$ cat src/rtl/plugboard_config_ctrl.sv
// ---------------------------------------------------------------------------
// plugboard_config_ctrl
//
// Builds a plugboard letter-pair table behind a valid/ready handshake and
// publishes it atomically. Each pair is validated (range, self-pairing,
// table full, duplicate letter) before it enters the shadow table; a commit
// copies the whole shadow table into the active table that drives the
// plugboard slot inputs. Empty slots hold UNUSED_CODE, a value no letter can
// take, so the downstream lookup falls through to pass-through.
//
// Ports:
//   clk, reset            clock, synchronous active-high reset
//   pair_valid/pair_ready pair write handshake; pair_a/pair_b the letters
//   clear_req             empty the shadow table (answered via resp_valid)
//   commit_req            level request: copy shadow -> active
//   enc_busy              defers a pending commit while high
//   resp_valid/resp_err   one-cycle result pulse: 0 OK, 1 RANGE, 2 SELF,
//                         3 FULL, 4 DUP
//   commit_done           one-cycle pulse after the active table updates
//   pair_count            pairs held in the shadow table
//   pb_active             active slots, slot k at bits [6k+5:6k]
// ---------------------------------------------------------------------------
module plugboard_config_ctrl #(
    parameter int unsigned NUM_PAIRS   = 16,
    parameter int unsigned LETTERS     = 26,
    parameter logic [5:0]  UNUSED_CODE = 6'h3F
) (
    input  logic                   clk,
    input  logic                   reset,
    input  logic                   pair_valid,
    output logic                   pair_ready,
    input  logic [5:0]             pair_a,
    input  logic [5:0]             pair_b,
    input  logic                   clear_req,
    input  logic                   commit_req,
    input  logic                   enc_busy,
    output logic                   resp_valid,
    output logic [2:0]             resp_err,
    output logic                   commit_done,
    output logic [4:0]             pair_count,
    output logic [12*NUM_PAIRS-1:0] pb_active
);

    localparam int unsigned SLOTS      = 2 * NUM_PAIRS;
    localparam int unsigned SW         = $clog2(SLOTS);
    localparam logic [5:0]  LETTER_LIM = 6'(LETTERS);
    localparam logic [4:0]  PAIR_MAX   = 5'(NUM_PAIRS);

    typedef enum logic [1:0] {
        S_IDLE,
        S_CHECK,
        S_WRITE
    } state_e;

    typedef enum logic [2:0] {
        ERR_OK    = 3'd0,
        ERR_RANGE = 3'd1,
        ERR_SELF  = 3'd2,
        ERR_FULL  = 3'd3,
        ERR_DUP   = 3'd4
    } err_e;

    state_e        state_q, state_d;
    logic [4:0]    idx_q, idx_d;
    logic [4:0]    count_q, count_d;
    logic [5:0]    a_q, a_d;
    logic [5:0]    b_q, b_d;
    logic          resp_valid_q, resp_valid_d;
    err_e          resp_err_q, resp_err_d;
    logic          commit_done_q, commit_done_d;

    logic          clear_tbl;
    logic          write_tbl;
    logic          commit_tbl;

    logic [5:0]    shadow_q [SLOTS];
    logic [5:0]    active_q [SLOTS];

    logic [SW-1:0] scan_lo, scan_hi;
    logic [SW-1:0] wr_lo, wr_hi;
    logic          dup_hit;

    // Slot pair 2*i / 2*i+1 for the scan index and the write position.
    // When idx reaches NUM_PAIRS the truncated index wraps, but the scan
    // terminates on idx == count before dup_hit is consulted.
    assign scan_lo = {idx_q[SW-2:0], 1'b0};
    assign scan_hi = {idx_q[SW-2:0], 1'b1};
    assign wr_lo   = {count_q[SW-2:0], 1'b0};
    assign wr_hi   = {count_q[SW-2:0], 1'b1};

    assign dup_hit = (shadow_q[scan_lo] == a_q) || (shadow_q[scan_lo] == b_q) ||
                     (shadow_q[scan_hi] == a_q) || (shadow_q[scan_hi] == b_q);

    // The handshake must see clear/commit in the same cycle, so ready is
    // decoded from the registered state and the live request inputs.
    assign pair_ready = !reset && (state_q == S_IDLE) && !clear_req && !commit_req;

    assign resp_valid  = resp_valid_q;
    assign resp_err    = resp_err_q;
    assign commit_done = commit_done_q;
    assign pair_count  = count_q;

    always_comb begin
        pb_active = '0;
        for (int unsigned k = 0; k < SLOTS; k++) begin
            pb_active[6*k +: 6] = active_q[k];
        end
    end

    always_comb begin
        state_d       = state_q;
        idx_d         = idx_q;
        count_d       = count_q;
        a_d           = a_q;
        b_d           = b_q;
        resp_valid_d  = 1'b0;
        resp_err_d    = ERR_OK;
        commit_done_d = 1'b0;
        clear_tbl     = 1'b0;
        write_tbl     = 1'b0;
        commit_tbl    = 1'b0;

        unique case (state_q)
            S_IDLE: begin
                if (clear_req) begin
                    clear_tbl    = 1'b1;
                    count_d      = '0;
                    resp_valid_d = 1'b1;
                end else if (commit_req) begin
                    if (!enc_busy) begin
                        commit_tbl    = 1'b1;
                        commit_done_d = 1'b1;
                    end
                end else if (pair_valid) begin
                    a_d   = pair_a;
                    b_d   = pair_b;
                    idx_d = '0;
                    if ((pair_a >= LETTER_LIM) || (pair_b >= LETTER_LIM)) begin
                        resp_valid_d = 1'b1;
                        resp_err_d   = ERR_RANGE;
                    end else if (pair_a == pair_b) begin
                        resp_valid_d = 1'b1;
                        resp_err_d   = ERR_SELF;
                    end else if (count_q == PAIR_MAX) begin
                        resp_valid_d = 1'b1;
                        resp_err_d   = ERR_FULL;
                    end else begin
                        state_d = S_CHECK;
                    end
                end
            end

            S_CHECK: begin
                if (idx_q == count_q) begin
                    state_d = S_WRITE;
                end else if (dup_hit) begin
                    state_d      = S_IDLE;
                    resp_valid_d = 1'b1;
                    resp_err_d   = ERR_DUP;
                end else begin
                    idx_d = idx_q + 5'd1;
                end
            end

            S_WRITE: begin
                write_tbl    = 1'b1;
                count_d      = count_q + 5'd1;
                state_d      = S_IDLE;
                resp_valid_d = 1'b1;
                resp_err_d   = ERR_OK;
            end

            default: state_d = S_IDLE;
        endcase
    end

    always_ff @(posedge clk) begin
        if (reset) begin
            state_q       <= S_IDLE;
            idx_q         <= '0;
            count_q       <= '0;
            a_q           <= '0;
            b_q           <= '0;
            resp_valid_q  <= 1'b0;
            resp_err_q    <= ERR_OK;
            commit_done_q <= 1'b0;
        end else begin
            state_q       <= state_d;
            idx_q         <= idx_d;
            count_q       <= count_d;
            a_q           <= a_d;
            b_q           <= b_d;
            resp_valid_q  <= resp_valid_d;
            resp_err_q    <= resp_err_d;
            commit_done_q <= commit_done_d;
        end
    end

    always_ff @(posedge clk) begin
        if (reset) begin
            shadow_q <= '{default: UNUSED_CODE};
            active_q <= '{default: UNUSED_CODE};
        end else begin
            if (clear_tbl) begin
                shadow_q <= '{default: UNUSED_CODE};
            end
            if (write_tbl) begin
                shadow_q[wr_lo] <= a_q;
                shadow_q[wr_hi] <= b_q;
            end
            if (commit_tbl) begin
                active_q <= shadow_q;
            end
        end
    end

endmodule

$ cat config.mk
export PLATFORM = sky130hd
export DESIGN_NAME = plugboard_config_ctrl
export DESIGN_NICKNAME = d
export VERILOG_FILES = /design/src/rtl/plugboard_config_ctrl.sv
export SDC_FILE = /design/constraint.sdc
export NUM_CORES = 1
export LEC_CHECK = 0
export CORE_MARGIN = 4
export CORE_UTILIZATION = 60
export DETAILED_ROUTE_END_ITERATION = 6
export DONT_BUFFER_PORTS = 1
export GPL_TIMING_DRIVEN = 0
export PLACE_DENSITY = 0.77
export SLEW_MARGIN = 20
export SYNTH_ARGS = -nofsm -noshare
export SYNTH_HDL_FRONTEND = slang
export SYNTH_SLANG_ARGS = --single-unit
$ cat constraint.sdc
create_clock -name clk -period 3.2 [get_ports clk]
set_input_delay 0.32 -clock clk [delete_from_list [all_inputs] [get_ports clk]]
set_output_delay 0.32 -clock clk [all_outputs]
set_load 0.05 [all_outputs]
# == Yosys cells after proc, flatten, opt, wreduce, memory -nomap -nowiden ==
# Index checks and enable logic that the tools add are counted.
# totals
register_bits,413
inputBits,18
out_inout_bits,203
word_cells,183
# op_classes
n_addsub,2
order_cmp,8
n_eq_ne,19
muxes,57
n_bitwise,6
reduce_logical,19
# op_table
operator,n
192-bit two-way mux,3
192-bit bitwise mux,2
6-bit binary-select mux with 5-bit select,2
6-bit demux with 5-bit select,2
6-bit two-way mux,6
6-bit == test,5
5-bit two-way mux,6
2-bit two-way mux,14
"6-bit >= comparator, second input constant",4
5-bit NOT with 6-bit output,4
5-bit case mux with 2 select lines,2
"2-bit != test, second input constant",9
1-bit two-way mux,15
"6-bit by 5-bit >= comparator with 1-bit output, second input constant",2
"6-bit by 1-bit less-than comparator with 1-bit output, second input constant",2
"5-bit by 1-bit adder with 5-bit output, second input constant",2
7-bit AND reduction,1
3-bit two-way mux,2
3-bit case mux with 2 select lines,1
6-bit AND reduction,1
5-bit == test,1
"5-bit == test, second input constant",1
1-bit logical AND,5
1-bit logical OR,4
11 further kinds,15

# == Longest topological paths before layout ==
# logic_depth
word_depth,11
mapped_depth,13

# == Least setup slack after synthesis ==
# Ideal clock, no wire load.
# synth_timing
path_kind,register -> register
start,reg idx_q[1]
end,reg idx_q[2]
t_arrival_ns,2.711
setup_slack_ns,0.367
path_stages_with_launch,11
n_path_buf,2
path_cell_list,dfxtp_1 buf_6 buf_6 mux4_2 mux4_2 xnor2_1 nand2_1 or4_4 nand4_4 nor4_1 a311o_1
# synth_via
elab_chain_len,10
# synth_lines
element,line_no,text
from (decl),64,"logic [4:0] idx_q, idx_d;"
from (signal assigned),189,idx_q <= idx_d;
5-bit NOT with 6-bit output (implied by the code),91,assign dup_hit = (shadow_q[scan_lo] == a_q) || (shadow_q[scan_lo] == b_q) ||
6-bit binary-select mux with 5-bit select,91,
6-bit two-way mux (implied by the code) (2 in a row),91,
6-bit == test,91,
1-bit logical OR (2 in a row),91,
1-bit logical OR,92,(shadow_q[scan_hi] == a_q) || (shadow_q[scan_hi] == b_q);
2-bit != test (no line),-,
6-bit AND reduction (no line),-,
# Several ways; a longest one is shown, not always the timed one. The select of a mux whose other input is x is not followed.
# A chain may end at the register's enable or synchronous reset.

# == Worst setup path after layout ==
# Same ends and word-level chain as after synthesis.

==> summary.txt <==
status -> finished, final reports clean
Routed Wire Length -> 61700 µm
worst hold path type -> in -> reg
DIE AREA -> 32700 µm²
GRT Residual Overflow -> 0
Clock Tree Buf Depth -> 3
n_diodes -> 0
number of flops mapped to enable cells by yosys -> 0
FMAX -> 0.320 GHz
Crit path top cell by count -> mux4_2
chip height -> 181 µm
CP cell instances -> buf_6, clkbuf_16, mux4_2, mux4_2, xnor2_1, nand2_1, or4_4, nand4_4, nor4_1, a311o_1
pin count of the biggest net entering global routing -> 14
vias per cell -> 6.25
sequential area share after synthesis -> 46.2%
ys async rst share -> 0%
root buffer cell -> clkbuf_16
Hold Violations, Final -> 0
first-pass GRT wire length -> 92200 µm
Worst Path Max Fanout -> 8
Post-Syn Area per Cell -> 8.52 µm²
CP max stage delay -> 550 ps
maxcap violations -> 0
DRC -> 0
syn_nets -> 2123
Worst-Skew Late Latency -> 540 ps
CP required -> 3620 ps
Pwr per Cell Area -> 551 nW/µm²
peak supply drop -> 0.441 mV
Tightest Pin Transition -> 1180 ps
Vias -> 16097
placed inst area -> 18400 µm²
critical path class -> reg -> reg
startpoint type of the worst setup path -> flip-flop
synth cell count leaders -> nand2_1 (434), dfxtp_1 (413), nor2_1 (224), nor3_1 (199), nand3b_1 (195)
Avg WL per Cell -> 24.0 µm
synthesized cell area -> 17900 µm²
Yosys top cell area share -> 46.2%
# setup viols final -> 0
core area -> 29100 µm²
utilization after layout -> 69.2%
CP bufs+invs -> 2
#FFs+latches synth -> 413
Slowest-stage cell, CP -> mux4_2
GPL Wtd Cong -> 0.982
PortBufs -> 0
Slew Viols, Final -> 0
width of the die -> 181 µm
Worst Clk Skew -> 14.9 ps
layout cell share with drive strength beyond 1 -> 7.31%
H-tree levels -> 2
IO Pins -> 221
Design Power -> 11100 µW
Area contributors post-synth -> dfxtp_1 (46%), nand2_1 (9.1%), nand3b_1 (8.2%), o21bai_1 (8.1%), nor3_1 (5.6%)
router iterations before antenna repair -> 6
synth unique cells -> 53
final worst-path cycle share -> 97.5%
CTS tree -> yes
Tot GR Track Use -> 36.0%
final instance area -> 20100 µm²
RSZ-0062 raised after global routing -> no
initial antenna violation count -> 1
Layout area overhead -> 12.5%
TritonCTS Buffers -> 41
Worst-path clk slew -> 70 ps
Starting Density -> 61.5%
Clock Sinks -> 413
Iteration-0 DRC Markers -> 1952
Site Rows -> 62
fin nets -> 2182
synthesis warning total -> 0
vias in the first global route -> 15431
crit end category -> flip-flop
Static Leakage -> 0.00893 µW
dpl hpwl -> 45600 µm
Worst Path Arrival -> 3540 ps
most frequent cell after synthesis -> nand2_1
post-synthesis cell count -> 2100
post-route ant nets -> 0
Period minus WS final -> 3120 ps
Slew HR -> 21.1%
Synth area leader -> dfxtp_1
top_reg_cell synth -> dfxtp_1
crit-path leading delay family -> multiplexers
## sequential cells by signal (all words and copies together), names as in the netlist
name and count:
a_q 6, b_q 6, commit_done 1, idx_q 5, pair_count 5, pb_active 192, resp_err 3, resp_valid 1
shadow_q 192, state_q 2
## worst paths after layout
kind,start,slack [ps],depth (start not counted),to
worst min-delay path,pair_a[5],40,3,resp_err[1]$_SDFF_PP0_
worst max-delay path,idx_q[1]$_SDFFE_PP0P_,80,10,idx_q[2]$_SDFFE_PP0P_
worst min register to register,shadow_q[101]$_SDFF_PP1_,490,2,pb_active[95]$_SDFFE_PP1P_
worst max register to register,idx_q[1]$_SDFFE_PP0P_,80,10,idx_q[2]$_SDFFE_PP0P_
## worst min-delay path, delay by kind of cell
family	cells	cell delay [ps]
AOI/OAI and AO/OA	1	70
and+or+nand+nor	2	120
## placed cells by master (no fill, tap or decap), drive strengths merged, types with 20 or more instances in the layout
cell / instances
dfxtp: 413
o21bai: 192
buf: 37
nor2: 224
nand3b: 195
nor3: 199
nand2: 434
a21oi: 20
xnor2: 20
clkbuf: 230
mux4: 36
nand3: 23
mux2i: 34
## cell type report
type | instances | area, µm²
Buffer | 194 | 861
Clock buffer | 68 | 1270
Clock inverter | 6 | 43.8
Fill cell | 2324 | 8950
Inverter | 7 | 26.3
Multi-Input combinational cell | 1485 | 8980
Sequential cell | 413 | 8270
Tap cell | 384 | 480
Timing Repair Buffer | 17 | 208
## kinds of logic after synthesis
kind of cell	Yosys count	share of synthesized area, %
simple gates	1113	29.7
flops	413	46.2
compound gates	254	10.5
buf+inv	202	4.64
mux	76	6.81
xor+xnor	37	1.81
fa+ha+maj	5	0.350
## metrics by stage
stage	setup WS [ps]	hold WS, ps	instances	setup TNS [ps]
after global routing	4.22	57.8	2574	0
after CTS	0.826	29.2	2569	0
after floorplan	367	456	2100	0
after detailed placement	-258	472	2484	-918
final	78.8	41.7	2574	0
after global placement	-231	467	2484	-672
## report_power, final
group          internal (µW)  switching, µW  total, µW
Sequential              5270            511       5780
Combinational            223            395        618
Clock                   2700           2000       4710
## routing by layer
layer | share of wire (%) | global-route usage [%] | vias to the layer above | routed length (µm)
met2 | 42 | 54.2 | 998 | 26200
met3 | 12 | 9.47 | 241 | 7360
met5 | 0.021 | 0 | - | 13
met4 | 7.0 | 20.1 | 2 | 4310
li1 | - | - | 7246 | -
met1 | 39 | 47.4 | 7610 | 23800
## what timing repair did
item,4_1_cts,5_1_grt
cloned,0,1
setup buffers,0,4
pin swaps,0,4
gates resized for setup,13,40
hold buffers,12,0
hold endpoints to repair,12,0
setup endpoints to repair,8,8
(Power assumes the default switching activity.)
==> variant, RTL diff (same settings) <==
Set the parameter `NUM_PAIRS` to 8 (it was 16).
--- a/src/rtl/plugboard_config_ctrl.sv
+++ b/src/rtl/plugboard_config_ctrl.sv
@@ -22,5 +22,5 @@
 // ---------------------------------------------------------------------------
 module plugboard_config_ctrl #(
-    parameter int unsigned NUM_PAIRS   = 16,
+    parameter int unsigned NUM_PAIRS   = 8,
     parameter int unsigned LETTERS     = 26,
     parameter logic [5:0]  UNUSED_CODE = 6'h3F
Ports: changed (resized pb_active); port bits go from 221 to 125. No check against the original RTL was run, so the function may have changed too.
==> variant against the original RTL <==
Total power shrank 47%. Setup slack improved by 0.25 ns. Wire length down 55%. Design area down 46%. Sequential cell count shrank 192. Critical path depth shrank 3. Area after synthesis decreased by 46%. Largest power group unchanged. Hold slack lost 0.036 ns. Highest routed layer is now met4.
==> variant: results (changes against the original RTL) <==
[finish]
nNetsFinal=1179  ; -46%
drive_gt1_frac=0.0741  ; +0.00105

[power_and_ir_drop]
vdd_drop_max_uv=472  ; +6.9%

[global_routing]
antenna_found_initial=0  ; -1
grt_util_all_layers=0.304  ; -0.0565

[yosys]
synthTopCellsByCount=nand2_1 (231), dfxtp_1 (221), nor2_1 (110)
ys_types=52  ; -1.9%
ys_seq_area_frac=0.454  ; -0.00829
netlist_instances=1121  ; -47%

[outcome]
status=finished clean

[worst_setup_path]
max_stage_delay_ns=0.79  ; +0.24 ns
startpoint=state_q[0]
crit_family=simple AND/OR/NAND/NOR gates
cp_max_fo=10  ; +2
rrSetupSlack_ns=0.33  ; +0.25 ns

[place]
place_inst=1337  ; -46%
dp_hpwl_mm=20.1  ; -56%

[min_path]
whs_endpoint=state_q[1]

[detailed_routing]
firstDrtPassIters=5  ; -1
drtIter0Drc=812  ; -58%
wl_per_cell_um=20.1  ; -16%

[clock_tree]
cts_hold_buffers=13  ; +1
numCtsBuffers=22  ; -46%
htree_num_levels=1  ; -1
cts.repair.resized=0  ; -13
clock_latency_ns=0.50  ; -0.04 ns

[timing]
worst_pin_slew_ns=0.949  ; -0.232 ns
min_period_over_period=0.898  ; -0.0770
timing.hold.ws_ns=0.00527  ; -0.0364 ns
skew_ns=0.00774  ; -0.00719 ns

variant: cell types whose count changed in the layout (fill, tap and decap cells not counted), sizes merged, moves of 8 or more:
cell | before | now
nand2 | 434 | 231
dfxtp | 413 | 221
buf | 37 | 17
mux2i | 34 | 12
o21bai | 192 | 96
clkbuf | 230 | 117
nand3b | 195 | 96
nor2 | 224 | 110
nor3 | 199 | 106
nand3 | 23 | 11
mux4 | 36 | 24
a221oi | 8 | 0
variant: area by class of cell:
class,count,area (um^2)
Fill cell,1289,5030
Multi-Input combinational cell,796,4870
Sequential cell,221,4420
Clock buffer,33,633
Buffer,101,452
Tap cell,216,270
Timing Repair Buffer,13,130
Clock inverter,7,62.6
Inverter,3,11.3
variant: kinds of logic after synthesis:
kind of cell,after synthesis,share of synthesized area
flip-flops,221,0.454
XOR/XNOR,36,0.0323
adder cells (fa/ha/maj),3,0.00385
multiplexers,38,0.0751
AND/OR/NAND/NOR,586,0.288
buffers and inverters,104,0.0475
AO/OA/AOI/OAI,133,0.0993
variant: per-layer routing:
layer / track usage / part of all wire / vias to the layer above
met5: 0 / 0 / -
met4: 0.116 / 0.040 / 0
met3: 0.0895 / 0.13 / 92
met2: 0.486 / 0.44 / 503
met1: 0.391 / 0.39 / 3807
li1: - / - / 3884
variant: power groups by stage:
stage | clock [mW] | sequential, mW | combinational, mW
floorplan | 0 | 3.12 | 0.236
global placement | 0 | 3.14 | 0.306
detailed placement | 0 | 3.14 | 0.311
CTS | 2.53 | 3.08 | 0.325
global route | 2.64 | 3.08 | 0.370
finish | 2.51 | 3.08 | 0.330
